File: src/rtl/posit_fetch_pkg.sv
`default_nettype none
// ============================================================================
//  Module  : posit_fetch_pkg
//  Brief   : Shared state encoding and layout constants for the posit fetcher.
//  Revision: 1.0 - initial release
// ============================================================================
package posit_fetch_pkg;

  typedef enum logic [2:0] {
    IDLE    = 3'd0,
    FETCH   = 3'd1,
    CAPTURE = 3'd2,
    PRESENT = 3'd3,
    DONE    = 3'd4
  } fetch_state_t;

  localparam int BYTES_PER_POSIT  = 4;
  localparam int BYTES_PER_PAIR   = 2 * BYTES_PER_POSIT;
  localparam int MEM_READ_LATENCY = 1;
  localparam int SLOT_W           = $clog2(BYTES_PER_PAIR);

endpackage
`default_nettype wire

File: src/rtl/posit_word_assembler.sv
`default_nettype none
// ============================================================================
//  Module  : posit_word_assembler
//  Brief   : Eight byte-slot capture register presenting {num2, num1}.
//  Revision: 1.0 - initial release
// ============================================================================
module posit_word_assembler
  import posit_fetch_pkg::*;
#(
  parameter int BYTE_W  = 8,
  parameter int POSIT_W = 32
) (
  input  logic               clk,
  input  logic               rst,
  input  logic               i_cap_en,
  input  logic [SLOT_W-1:0]  i_cap_slot,
  input  logic [BYTE_W-1:0]  i_cap_data,
  output logic [POSIT_W-1:0] o_num1,
  output logic [POSIT_W-1:0] o_num2
);

  logic [BYTES_PER_PAIR*BYTE_W-1:0] w_bytes;

  // Slot i holds byte i of the pair; slots 0..3 form num1, 4..7 num2, LSB first.
  for (genvar i = 0; i < BYTES_PER_PAIR; i++) begin : g_slot
    logic [BYTE_W-1:0] r_byte;

    always_ff @(posedge clk or posedge rst) begin
      if (rst) begin
        r_byte <= '0;
      end else if (i_cap_en && (i_cap_slot == SLOT_W'(i))) begin
        r_byte <= i_cap_data;
      end
    end

    assign w_bytes[i*BYTE_W +: BYTE_W] = r_byte;
  end

  assign o_num1 = w_bytes[POSIT_W-1:0];
  assign o_num2 = w_bytes[2*POSIT_W-1:POSIT_W];

endmodule
`default_nettype wire

File: src/rtl/posit_operand_fetcher.sv
`default_nettype none
// ============================================================================
//  Module  : posit_operand_fetcher
//  Brief   : Walks byte memory from a base address and streams posit pairs.
//  Revision: 1.0 - initial release
// ============================================================================
module posit_operand_fetcher
  import posit_fetch_pkg::*;
#(
  parameter int ADDR_W  = 12,
  parameter int BYTE_W  = 8,
  parameter int POSIT_W = 32,
  parameter int COUNT_W = 8
) (
  input  logic               clock,
  input  logic               reset,
  input  logic               io_start,
  input  logic [ADDR_W-1:0]  io_base_address,
  input  logic [COUNT_W-1:0] io_pair_count,
  output logic [ADDR_W-1:0]  io_mem_address,
  input  logic [BYTE_W-1:0]  io_mem_readdata,
  output logic               io_out_valid,
  input  logic               io_out_ready,
  output logic [POSIT_W-1:0] io_out_num1,
  output logic [POSIT_W-1:0] io_out_num2,
  output logic               io_busy,
  output logic               io_done
);

  fetch_state_t       r_state, w_state_next;
  logic [ADDR_W-1:0]  r_base, w_base_next;
  logic [COUNT_W-1:0] r_count, w_count_next;
  logic [COUNT_W-1:0] r_pair, w_pair_next;
  logic [SLOT_W-1:0]  r_idx, w_idx_next;
  logic               w_cap_en;
  logic [SLOT_W-1:0]  w_cap_slot;
  logic [ADDR_W-1:0]  w_fetch_addr;
  logic               w_last_pair;

  // Address arithmetic deliberately truncates to ADDR_W so fetches wrap.
  assign w_fetch_addr = r_base + ADDR_W'({r_pair, SLOT_W'(0)}) + ADDR_W'(r_idx);
  assign w_last_pair  = (r_pair == r_count - 1'b1);

  always_ff @(posedge clock or posedge reset) begin
    if (reset) begin
      r_state <= IDLE;
      r_base  <= '0;
      r_count <= '0;
      r_pair  <= '0;
      r_idx   <= '0;
    end else begin
      r_state <= w_state_next;
      r_base  <= w_base_next;
      r_count <= w_count_next;
      r_pair  <= w_pair_next;
      r_idx   <= w_idx_next;
    end
  end

  always_comb begin
    w_state_next   = r_state;
    w_base_next    = r_base;
    w_count_next   = r_count;
    w_pair_next    = r_pair;
    w_idx_next     = r_idx;
    w_cap_en       = 1'b0;
    w_cap_slot     = r_idx - SLOT_W'(MEM_READ_LATENCY);
    io_mem_address = '0;
    io_out_valid   = 1'b0;
    io_busy        = 1'b0;
    io_done        = (r_state == DONE);

    case (r_state)
      IDLE, DONE: begin
        if (io_start) begin
          w_base_next  = io_base_address;
          w_count_next = io_pair_count;
          w_pair_next  = '0;
          w_idx_next   = '0;
          w_state_next = (io_pair_count == '0) ? DONE : FETCH;
        end
      end
      FETCH: begin
        io_busy        = 1'b1;
        io_mem_address = w_fetch_addr;
        // Data returned this cycle belongs to the address issued one cycle ago.
        w_cap_en       = (r_idx != '0);
        w_idx_next     = r_idx + 1'b1;
        if (r_idx == SLOT_W'(BYTES_PER_PAIR - 1)) begin
          w_state_next = CAPTURE;
        end
      end
      CAPTURE: begin
        io_busy      = 1'b1;
        w_cap_en     = 1'b1;
        w_cap_slot   = SLOT_W'(BYTES_PER_PAIR - 1);
        w_state_next = PRESENT;
      end
      PRESENT: begin
        io_busy      = 1'b1;
        io_out_valid = 1'b1;
        if (io_out_ready) begin
          w_pair_next  = r_pair + 1'b1;
          w_idx_next   = '0;
          w_state_next = w_last_pair ? DONE : FETCH;
        end
      end
      default: begin
        w_state_next = IDLE;
      end
    endcase
  end

  posit_word_assembler #(
    .BYTE_W  (BYTE_W),
    .POSIT_W (POSIT_W)
  ) u_assembler (
    .clk        (clock),
    .rst        (reset),
    .i_cap_en   (w_cap_en),
    .i_cap_slot (w_cap_slot),
    .i_cap_data (io_mem_readdata),
    .o_num1     (io_out_num1),
    .o_num2     (io_out_num2)
  );

endmodule
`default_nettype wire

File: config.mk
export PLATFORM = sky130hd
export DESIGN_NAME = posit_operand_fetcher
export DESIGN_NICKNAME = d
export VERILOG_FILES = /design/src/rtl/posit_fetch_pkg.sv /design/src/rtl/posit_word_assembler.sv /design/src/rtl/posit_operand_fetcher.sv
export SDC_FILE = /design/constraint.sdc
export NUM_CORES = 1
export LEC_CHECK = 0
export CORE_ASPECT_RATIO = 1.5
export CORE_MARGIN = 2
export CORE_UTILIZATION = 46
export CTS_CLUSTER_DIAMETER = 40
export DETAILED_ROUTE_END_ITERATION = 7
export PLACE_DENSITY_LB_ADDON = 0.05
export SLEW_MARGIN = 20
export SYNTH_ARGS = -nofsm -noshare
export SYNTH_HDL_FRONTEND = slang
export SYNTH_SLANG_ARGS = --single-unit
File: constraint.sdc
create_clock -name clock -period 2.95 [get_ports clock]
set_input_delay 0.295 -clock clock [delete_from_list [all_inputs] [get_ports clock]]
set_output_delay 0.295 -clock clock [all_outputs]
set_load 0.02 [all_outputs]
After elaboration in Yosys (flattened, before gate mapping)
Cells that the tools add are included.
{"block": "word_totals", "register_bits": 98, "latchBits": 0, "ram_bits": 0, "rom_bits": 0, "inputBits": 32, "out_inout_bits": 79, "word_cells": 72, "n_memories": 0}
{"block": "op_classes", "n_addsub": 6, "n_mul": 0, "n_div": 0, "order_cmp": 0, "eq_ne": 16, "n_shift": 0, "muxes": 17, "n_bitwise": 0, "n_reduce_logical": 20}
{"cell": "$mux 3", "n": 8}
{"cell": "$eq 3x3->1 const B", "n": 6}
{"cell": "$mux 8", "n": 2}
{"cell": "$pmux 8 s2", "n": 1}
{"cell": "$add 12x11->12", "n": 1}
{"cell": "$add 12x3->12", "n": 1}
{"cell": "$eq 3x2->1 const B", "n": 4}
{"cell": "$mux 12", "n": 1}
{"cell": "$pmux 3 s4", "n": 1}
{"cell": "$pmux 3 s3", "n": 1}
{"cell": "$reduce_and 3->1", "n": 3}
{"cell": "$add 8x1->8 const B", "n": 1}
{"cell": "$eq 8x8->1", "n": 1}
{"cell": "$logic_and 1x1->1", "n": 8}
{"cell": "$logic_not 8->1", "n": 1}
{"cell": "$sub 8x1->8 const B", "n": 1}
{"cell": "$eq 3x1->1 const B", "n": 2}
{"cell": "$logic_not 3->1", "n": 2}
{"cell": "$ne 2x2->1 const B", "n": 3}
{"cell": "$reduce_bool 3->1", "n": 2}
{"cell": "$add 3x1->3 const B", "n": 1}
{"cell": "$reduce_or 3->1", "n": 1}
{"cell": "$sub 3x1->3 const B", "n": 1}
{"cell": "$mux 1", "n": 2}
{"cell": "other kinds (4)", "n": 4}

Longest topological paths before layout
Gate-level depths: netlist of the first run.
{"block": "logic_depth", "depth_word": 5, "mapped_depth": 8}

By module
From an unflattened synthesis of the first run, not the netlist that was laid out.
{"block": "hier_totals", "cells_unflattened": 418, "area_unflattened_um2": 4887.2}
{"mod": "posit_word_assembler", "n_inst": 1, "cells_per_inst": 144, "area_per_inst_um2": 2456.1}
{"mod": "posit_operand_fetcher", "n_inst": 1, "cells_per_inst": 274, "area_per_inst_um2": 2431.1}

Worst setup path before layout of the first run
No wires, ideal clock.
{"block": "synth_path", "kind": "flip-flop to output port", "from": "reg r_idx[0]", "to": "out io_mem_address[8]", "arrival_time_ns": 2.108, "t_required_ns": 2.655, "path_slack_ns": 0.547, "path_stages_with_launch": 8, "path_buffers": 0, "cell_sequence": "dfrtp_1 ha_1 fa_1 a21oi_1 o2111ai_1 a211oi_1 o21ai_0 a21oi_1"}
{"block": "synth_between", "elab_chain_cells": 2}
{"item": "start, declared", "line": "posit_operand_fetcher.sv:34", "text": "logic [SLOT_W-1:0] r_idx, w_idx_next;"}
{"item": "start signal, assigned", "line": "posit_operand_fetcher.sv:56", "text": "r_idx <= w_idx_next;"}
{"item": "$add 12x3->12", "line": "posit_operand_fetcher.sv:41", "text": "assign w_fetch_addr = r_base + ADDR_W'({r_pair, SLOT_W'(0)}) + ADDR_W'(r_idx);"}
{"item": "$mux 12", "line": "posit_operand_fetcher.sv:73", "text": "case (r_state)"}
{"item": "end, declared", "line": "posit_operand_fetcher.sv:20", "text": "output logic [ADDR_W-1:0] io_mem_address,"}
No other way between the ends.

Worst setup path after layout of the first run
{"block": "layout_path", "from": "reg r_base[0]", "to": "out io_mem_address[4]"}
{"block": "layout_between", "elab_chain_cells": 3}
{"item": "start, declared", "line": "posit_operand_fetcher.sv:31", "text": "logic [ADDR_W-1:0] r_base, w_base_next;"}
{"item": "start signal, assigned", "line": "posit_operand_fetcher.sv:53", "text": "r_base <= w_base_next;"}
{"item": "$add 12x11->12", "line": "posit_operand_fetcher.sv:41"}
{"item": "$add 12x3->12", "line": "posit_operand_fetcher.sv:41"}
{"item": "$mux 12", "line": "posit_operand_fetcher.sv:73"}
No other way between the ends.

==> results of run 1 <==
==> where the power goes <==
part	leakage, nW	total [mW]	internal [mW]	switching (mW)
Combinational	1.52	4.78	2.42	2.36
Sequential	1.18	2.42	1.99	0.428
Clock	0.133	1.14	0.587	0.551
Total	2.84	8.34	5.00	3.34
==> state kept, by name, summed over array words and instances (netlist names) <==
register,flops
r_base,12
r_count,8
r_idx,3
r_pair,8
r_state,3
u_assembler.g_slot.r_byte,64
==> per-stage QoR <==
stage	setup WS [ns]	total power, mW	instances
after floorplan	0.09293	5.319	397
after global placement	0.08374	7.150	653
after detailed placement	0.04665	7.260	653
after CTS	0.01958	8.411	669
after global routing	-0.01850	8.835	669
final	0.1190	8.337	669
==> layout by cell type (no fill, tap or decap), types with 3 or more instances in the layout <==
master           instances
o21ai_0                 13
clkbuf_16                9
a22o_1                   4
and2_1                   6
clkinvlp_4               3
nand2b_1                 8
nor3_1                   5
and3_1                   5
a21oi_2                  3
xor2_1                   9
nand3_1                  6
dfrtp_1                 98
nor2_1                  20
nor4_1                   5
nand4_1                  4
mux2i_1                  3
nor2b_1                  3
buf_4                    9
or3_1                    3
inv_1                   12
xnor2_1                 11
ha_1                    17
mux2_2                  74
a21oi_1                 12
clkdlybuf4s50_1        104
mux2_4                   8
a31oi_1                  3
nand2_1                 19
a211oi_1                 3
==> routing by layer <==
| layer | GRT usage | up-vias | wire, um |
|---|---|---|---|
| li1 | - | 1669 | - |
| met3 | 0.05123 | 12 | 546 |
| met4 | 0.06787 | 0 | 167 |
| met1 | 0.2438 | 1728 | 4687 |
| met2 | 0.3766 | 70 | 6217 |
| met5 | 0 | - | 0 |
==> worst max path at each step <==
stage / slack (ns) / endpoint
finish: 0.12 / io_mem_address[4]
floorplan: 0.09 / r_base[0]
global route: -0.02 / io_mem_address[7]
CTS: 0.02 / io_mem_address[8]
global placement: 0.08 / io_mem_address[8]
detailed placement: 0.05 / io_mem_address[8]
==> cell families (layout without fill, tap and decap cells) <==
| logic type | Yosys count | after routing |
|---|---|---|
| flip-flops | 98 | 98 |
| buffers and inverters | 22 | 150 |
| XOR/XNOR | 20 | 20 |
| multiplexers | 85 | 85 |
| AO/OA/AOI/OAI | 56 | 56 |
| adder cells (fa/ha/maj) | 18 | 18 |
| AND/OR/NAND/NOR | 98 | 98 |
==> layout make-up <==
type | count | area, sq um
Timing Repair Buffer | 121 | 1205
Clock buffer | 9 | 225.2
Sequential cell | 98 | 2452
Inverter | 13 | 51.30
Multi-Input combinational cell | 277 | 2335
Tap cell | 144 | 180.2
Clock inverter | 7 | 63.81
Fill cell | 833 | 3905
==> worst register-to-register path: stages, from the launching register on <==
cell and delay (ns):
dfrtp_1 0.38, buf_4 0.16, inv_1 0.09, ha_1 0.21
nor3b_2 0.20, o21ai_2 0.09, a21o_4 0.23, nor3_4 0.45
mux2_2 0.40
==> repair_timing <==
item | in CTS | in global routing
endpoints found under the hold margin | 0 | 0
buffers inserted | 0 | 0
setup endpoints to repair | 7 | 6
pin swaps | 1 | 1
gates resized for setup | 9 | 10
==> impl_metrics.toml, run 1 <==
[drt]
vias = 3479
first_iter_violations = 129
first_pass_iters = 4
avgRoutedWirePerCell_um = 17.37
via_per_inst = 5.200
antenna_left = 0
wirelength_mm = 11.62
drc = 0

[finish]
syn_to_final_growth_pct = 33.87
fin_util = 0.6252
drive_gt1_frac = 0.2438
antenna_cells = 0
fin_area_sq_mm = 0.006513
final_nets = 570

[cts]
cts_tree = "built"
clk_pin_slew_ns = 0.07
cts_made_buffers = 9
cts_buffer_depth = 2
clock_latency_ns = 0.34
hold_buffers = 0
clkSinkCount = 98
cts_root_buf = "clkbuf_16"
h-tree-depth = 3

[synthesis]
synth-edff-count = 0
synth.avg_cell_area_sq_um = 12.25
yosys.cell_count.top_type = "dfrtp_1"
synth_area_leaders = "dfrtp_1 (50%), mux2_2 (17%), ha_1 (4.4%), mux2_4 (2.5%), xnor2_1 (2.0%)"
syn_area_sq_mm = 0.004865
synth_cells = 397
ys.flop_type = "dfrtp_1"
synth_area_leader_cell = "dfrtp_1"
synth-xor-area-share = 0.03601
yosysTopAreaCellShare = 0.5041
synth-simple-area-share = 0.1132
synth_common_cells = "dfrtp_1 (98), mux2_2 (74), nor2_1 (20), nand2_1 (19), ha_1 (17)"
synth_top_family_by_area = "multiplexers"
yosys_register_bits = 98
synthAdderAreaFrac = 0.04784
yosysWarnings = 0
async_flop_share = 1.000
synth_compound_area_frac = 0.07536
synthMuxAreaShare = 0.2022
yosysSeqAreaShare = 0.5041
ys_types = 55
synth_nets = 447

[setup_path]
worstSetupPathDepth = 7
reg2reg_depth = 8
cpLargestDelayFamily = "adder cells"
required_ns = 2.65
cp-end-kind = "output port"
crit_arrival_ns = 2.54
timing.rr.start = "r_idx[0]"
start_kind = "flop"
path_cells = "ha_1 -> fa_1 -> a21oi_2 -> o21ai_0 -> xnor2_1 -> nor2_1 -> clkdlybuf4s50_1"
cpPeakStageDelay_ns = 0.62
cp_slowest_cell = "clkdlybuf4s50_1"
crit_type = "flop to output port"
r2r_slack_ns = 0.63
cp_max_fo = 2
crit_buf_inv = 1
reg2reg_to = "u_assembler.g_slot[6].r_byte[3]"
crit_path_start = "r_base[0]"

[run]
drv_cap = 0

[floorplanning]
dieHeight_um = 130.0
io_pins = 111
dieWidth_um = 87.97
rows = 46
dieArea_sq_mm = 0.01143
core_sq_mm = 0.01042
start_util = 0.4670

[placement]
post_dp_cell_area_sq_mm = 0.006201
port-buffer-count = 110
hpwlAfterDp_mm = 8.476
place_congestion = 0.7811

[pwr]
cellLeakagePower_nw = 2.838
vdd_drop_max_mv = 0.6421
powerDensity_mw_per_mm2 = 1280

[global_route]
globalRouteOverflowTotal = 0
grt_pass1_wl_mm = 18.13
grt_pass1_vias = 3607
track_usage = 0.2101
antenna_found_initial = 0
grt_max_degree = 55

[sta]
hold_violations = 0
finalSetupViolCount = 0
fin_tns_setup_ns = 0
hold_slack_ns = 0.3625
skew_ns = 0.006367
fin_crit_ns = 2.831
worstMarginPinSlew_ns = 0.5990
slew_viol_final = 0
period_share = 0.9597
max_slew_margin = 0.6007
clock.fmax_mhz = 353.2

[outcome]
status = "finished clean"

[hold_path]
hold_path.class = "primary input to asynchronous set/reset pin"
Note: power is estimated with default switching activity, not from simulation.
==> inputs of run 2 (changes only) <==
--- a/config.mk
+++ b/config.mk
@@ -8,7 +8,7 @@
 export CORE_ASPECT_RATIO = 1.5
 export CORE_MARGIN = 2
 export CORE_UTILIZATION = 46
-export CTS_CLUSTER_DIAMETER = 40
+export CTS_CLUSTER_DIAMETER = 150
 export DETAILED_ROUTE_END_ITERATION = 7
 export PLACE_DENSITY_LB_ADDON = 0.05
 export SLEW_MARGIN = 20
==> results of run 2 <==
Final layout, timing and power as in run 1 (identical DEF).
==> inputs of run 3 (changes only) <==
--- a/config.mk
+++ b/config.mk
@@ -5,7 +5,7 @@
 export SDC_FILE = /design/constraint.sdc
 export NUM_CORES = 1
 export LEC_CHECK = 0
-export CORE_ASPECT_RATIO = 1.5
+export CORE_ASPECT_RATIO = 1.2
 export CORE_MARGIN = 2
 export CORE_UTILIZATION = 46
 export CTS_CLUSTER_DIAMETER = 150
==> run 3 against run 2 <==
Clock-buffer cell count up 2. Via count down 0.20%. Wire length down 4.6%. Largest cell class unchanged. Total power up 1.2%. Clock power up 18%. Maximum frequency up 1.9%. Sequential share of layout area about the same.
==> impl_metrics.toml, run 3 (synthesis results as in run 1) <==
[finish]
largest_register_ffs = 64
multi_input_area_sq_mm = 0.002327
final_common_cell = "clkdlybuf4s50_1"
fin_area_sq_mm = 0.006519
syn_to_final_growth_pct = 34.00
drive_gt1_frac = 0.2381
final_cell_mix = "clkdlybuf4s50_1 (103), dfrtp_1 (98), mux2_2 (74)"
seq_area_sq_mm = 0.002452
regMostFlops = "u_assembler.g_slot.r_byte"
biggestRegsByFlops = "u_assembler.g_slot.r_byte x64, r_base x12"
antenna_cells = 0
final_nets = 570
fillerInstances = 836

[hold_path]
hold_path.class = "primary input to asynchronous set/reset pin"

[placement]
place_congestion = 0.8672
preCtsSetupSlack_ns = 0.003888
port-buffer-count = 110
post_dp_cell_area_sq_mm = 0.006170
hpwlAfterDp_mm = 8.120

[sta]
fin_crit_ns = 2.778
worstMarginPinSlew_ns = 0.6412
max_slew_margin = 0.5702
skew_ns = 0.006540
finalSetupViolCount = 0
hold_violations = 0
rsz0062_at_grt = "no"
setup_slack_ns = 0.1720
slew_viol_final = 0
period_share = 0.9417
fin_tns_setup_ns = 0
clock.fmax_mhz = 360.0

[run]
drv_cap = 0

[setup_path]
start_kind = "flop"
cp-end-kind = "output port"
cp_max_fo = 3
crit_type = "flop to output port"
required_ns = 2.65
crit_arrival_ns = 2.48

[pwr]
cellLeakagePower_nw = 2.879
vdd_drop_max_mv = 0.8382
powerDensity_mw_per_mm2 = 1294

[drt]
wirelength_mm = 11.09
via_per_inst = 5.309
antenna_left = 0
first_pass_iters = 4
drc = 0
vias = 3472
avgRoutedWirePerCell_um = 16.95
first_iter_violations = 106

[floorplanning]
dieHeight_um = 116.7
dieArea_sq_mm = 0.01142
rows = 41
io_pins = 111
core_sq_mm = 0.01041
start_util = 0.4671
dieWidth_um = 97.88

[cts]
cts_tree = "built"
hold_buffers = 0
cts_buffer_depth = 2
clkSinkCount = 98
clk_pin_slew_ns = 0.07
h-tree-depth = 3
cts_made_buffers = 9
postCtsSetupRepairBufs = 0
clock_latency_ns = 0.33
cts_root_buf = "clkbuf_16"

[outcome]
status = "finished clean"

[global_route]
grt_max_degree = 54
antenna_found_initial = 0
grt_pass1_vias = 3595
track_usage = 0.1973
grt_pass1_wl_mm = 17.89
globalRouteOverflowTotal = 0
-- run 3: cell count changes in the layout (fill, tap and decap cells not counted), moves of 2 or more --
cell,delta
clkbuf_2,+2
clkinvlp_4,-3
bufinv_16,+3
clkbuf_1,+2
-- run 3: per-layer routing --
metal,vias up,wire [um],global-route usage
met5,-,0,0
met3,9,648,0.05925
met1,1725,4463,0.2299
li1,1666,-,-
met4,0,115,0.06111
met2,72,5858,0.3525
-- run 3: worst max-delay path, cell delays in order (launching register included) --
cell and delay (ns):
dfrtp_1 0.38, ha_1 0.22, fa_1 0.42, a21oi_2 0.19
o2111ai_2 0.20, a211oi_2 0.29, o21ai_0 0.11, a21oi_1 0.14
clkbuf_2 0.20
-- run 3: power breakdown --
part | switching (mW) | leakage, nW | internal, mW
logic | 2.31 | 1.53 | 2.38
registers | 0.418 | 1.18 | 1.99
clock network | 0.502 | 0.166 | 0.839
total | 3.23 | 2.88 | 5.21
-- run 3: path summary, 6_finish.rpt --
check | from | end | slack, ns | depth (start not counted)
min in group clock | u_assembler.g_slot[6].r_byte[0] | u_assembler.g_slot[6].r_byte[0] | 0.50 | 1
min | reset | u_assembler.g_slot[5].r_byte[4] | 0.38 | 2
max reg2reg | r_idx[0] | u_assembler.g_slot[4].r_byte[0] | 0.65 | 8
max in group asynchronous | reset | u_assembler.g_slot[3].r_byte[6] | 1.89 | 3
min reg2reg | u_assembler.g_slot[6].r_byte[0] | u_assembler.g_slot[6].r_byte[0] | 0.50 | 1
max | r_base[0] | io_mem_address[8] | 0.17 | 8
-- run 3: layout make-up --
class / count / area share
clock inverter: 5 / 0.01689
multi-input combinational: 277 / 0.3570
sequential: 98 / 0.3762
timing repair buffer: 121 / 0.1816
tap: 129 / 0.02476
clock buffer: 11 / 0.03570
inverter: 13 / 0.007869
-- run 3: what timing repair did --
item                                    CTS  global route
gates cloned                              0             0
endpoints found under the setup margin    6             6
resized for setup                         9            10
-- run 3: through the flow --
stage,utilization,hold slack (ns),total power [mW],cells
after floorplan,-,0.4118,5.319,397
after global placement,0.5925,0.4871,7.085,638
after detailed placement,0.5925,0.4911,7.175,638
after CTS,0.6266,0.3995,8.550,654
after global routing,0.6260,0.4416,8.963,654
final,0.6260,0.3788,8.433,654
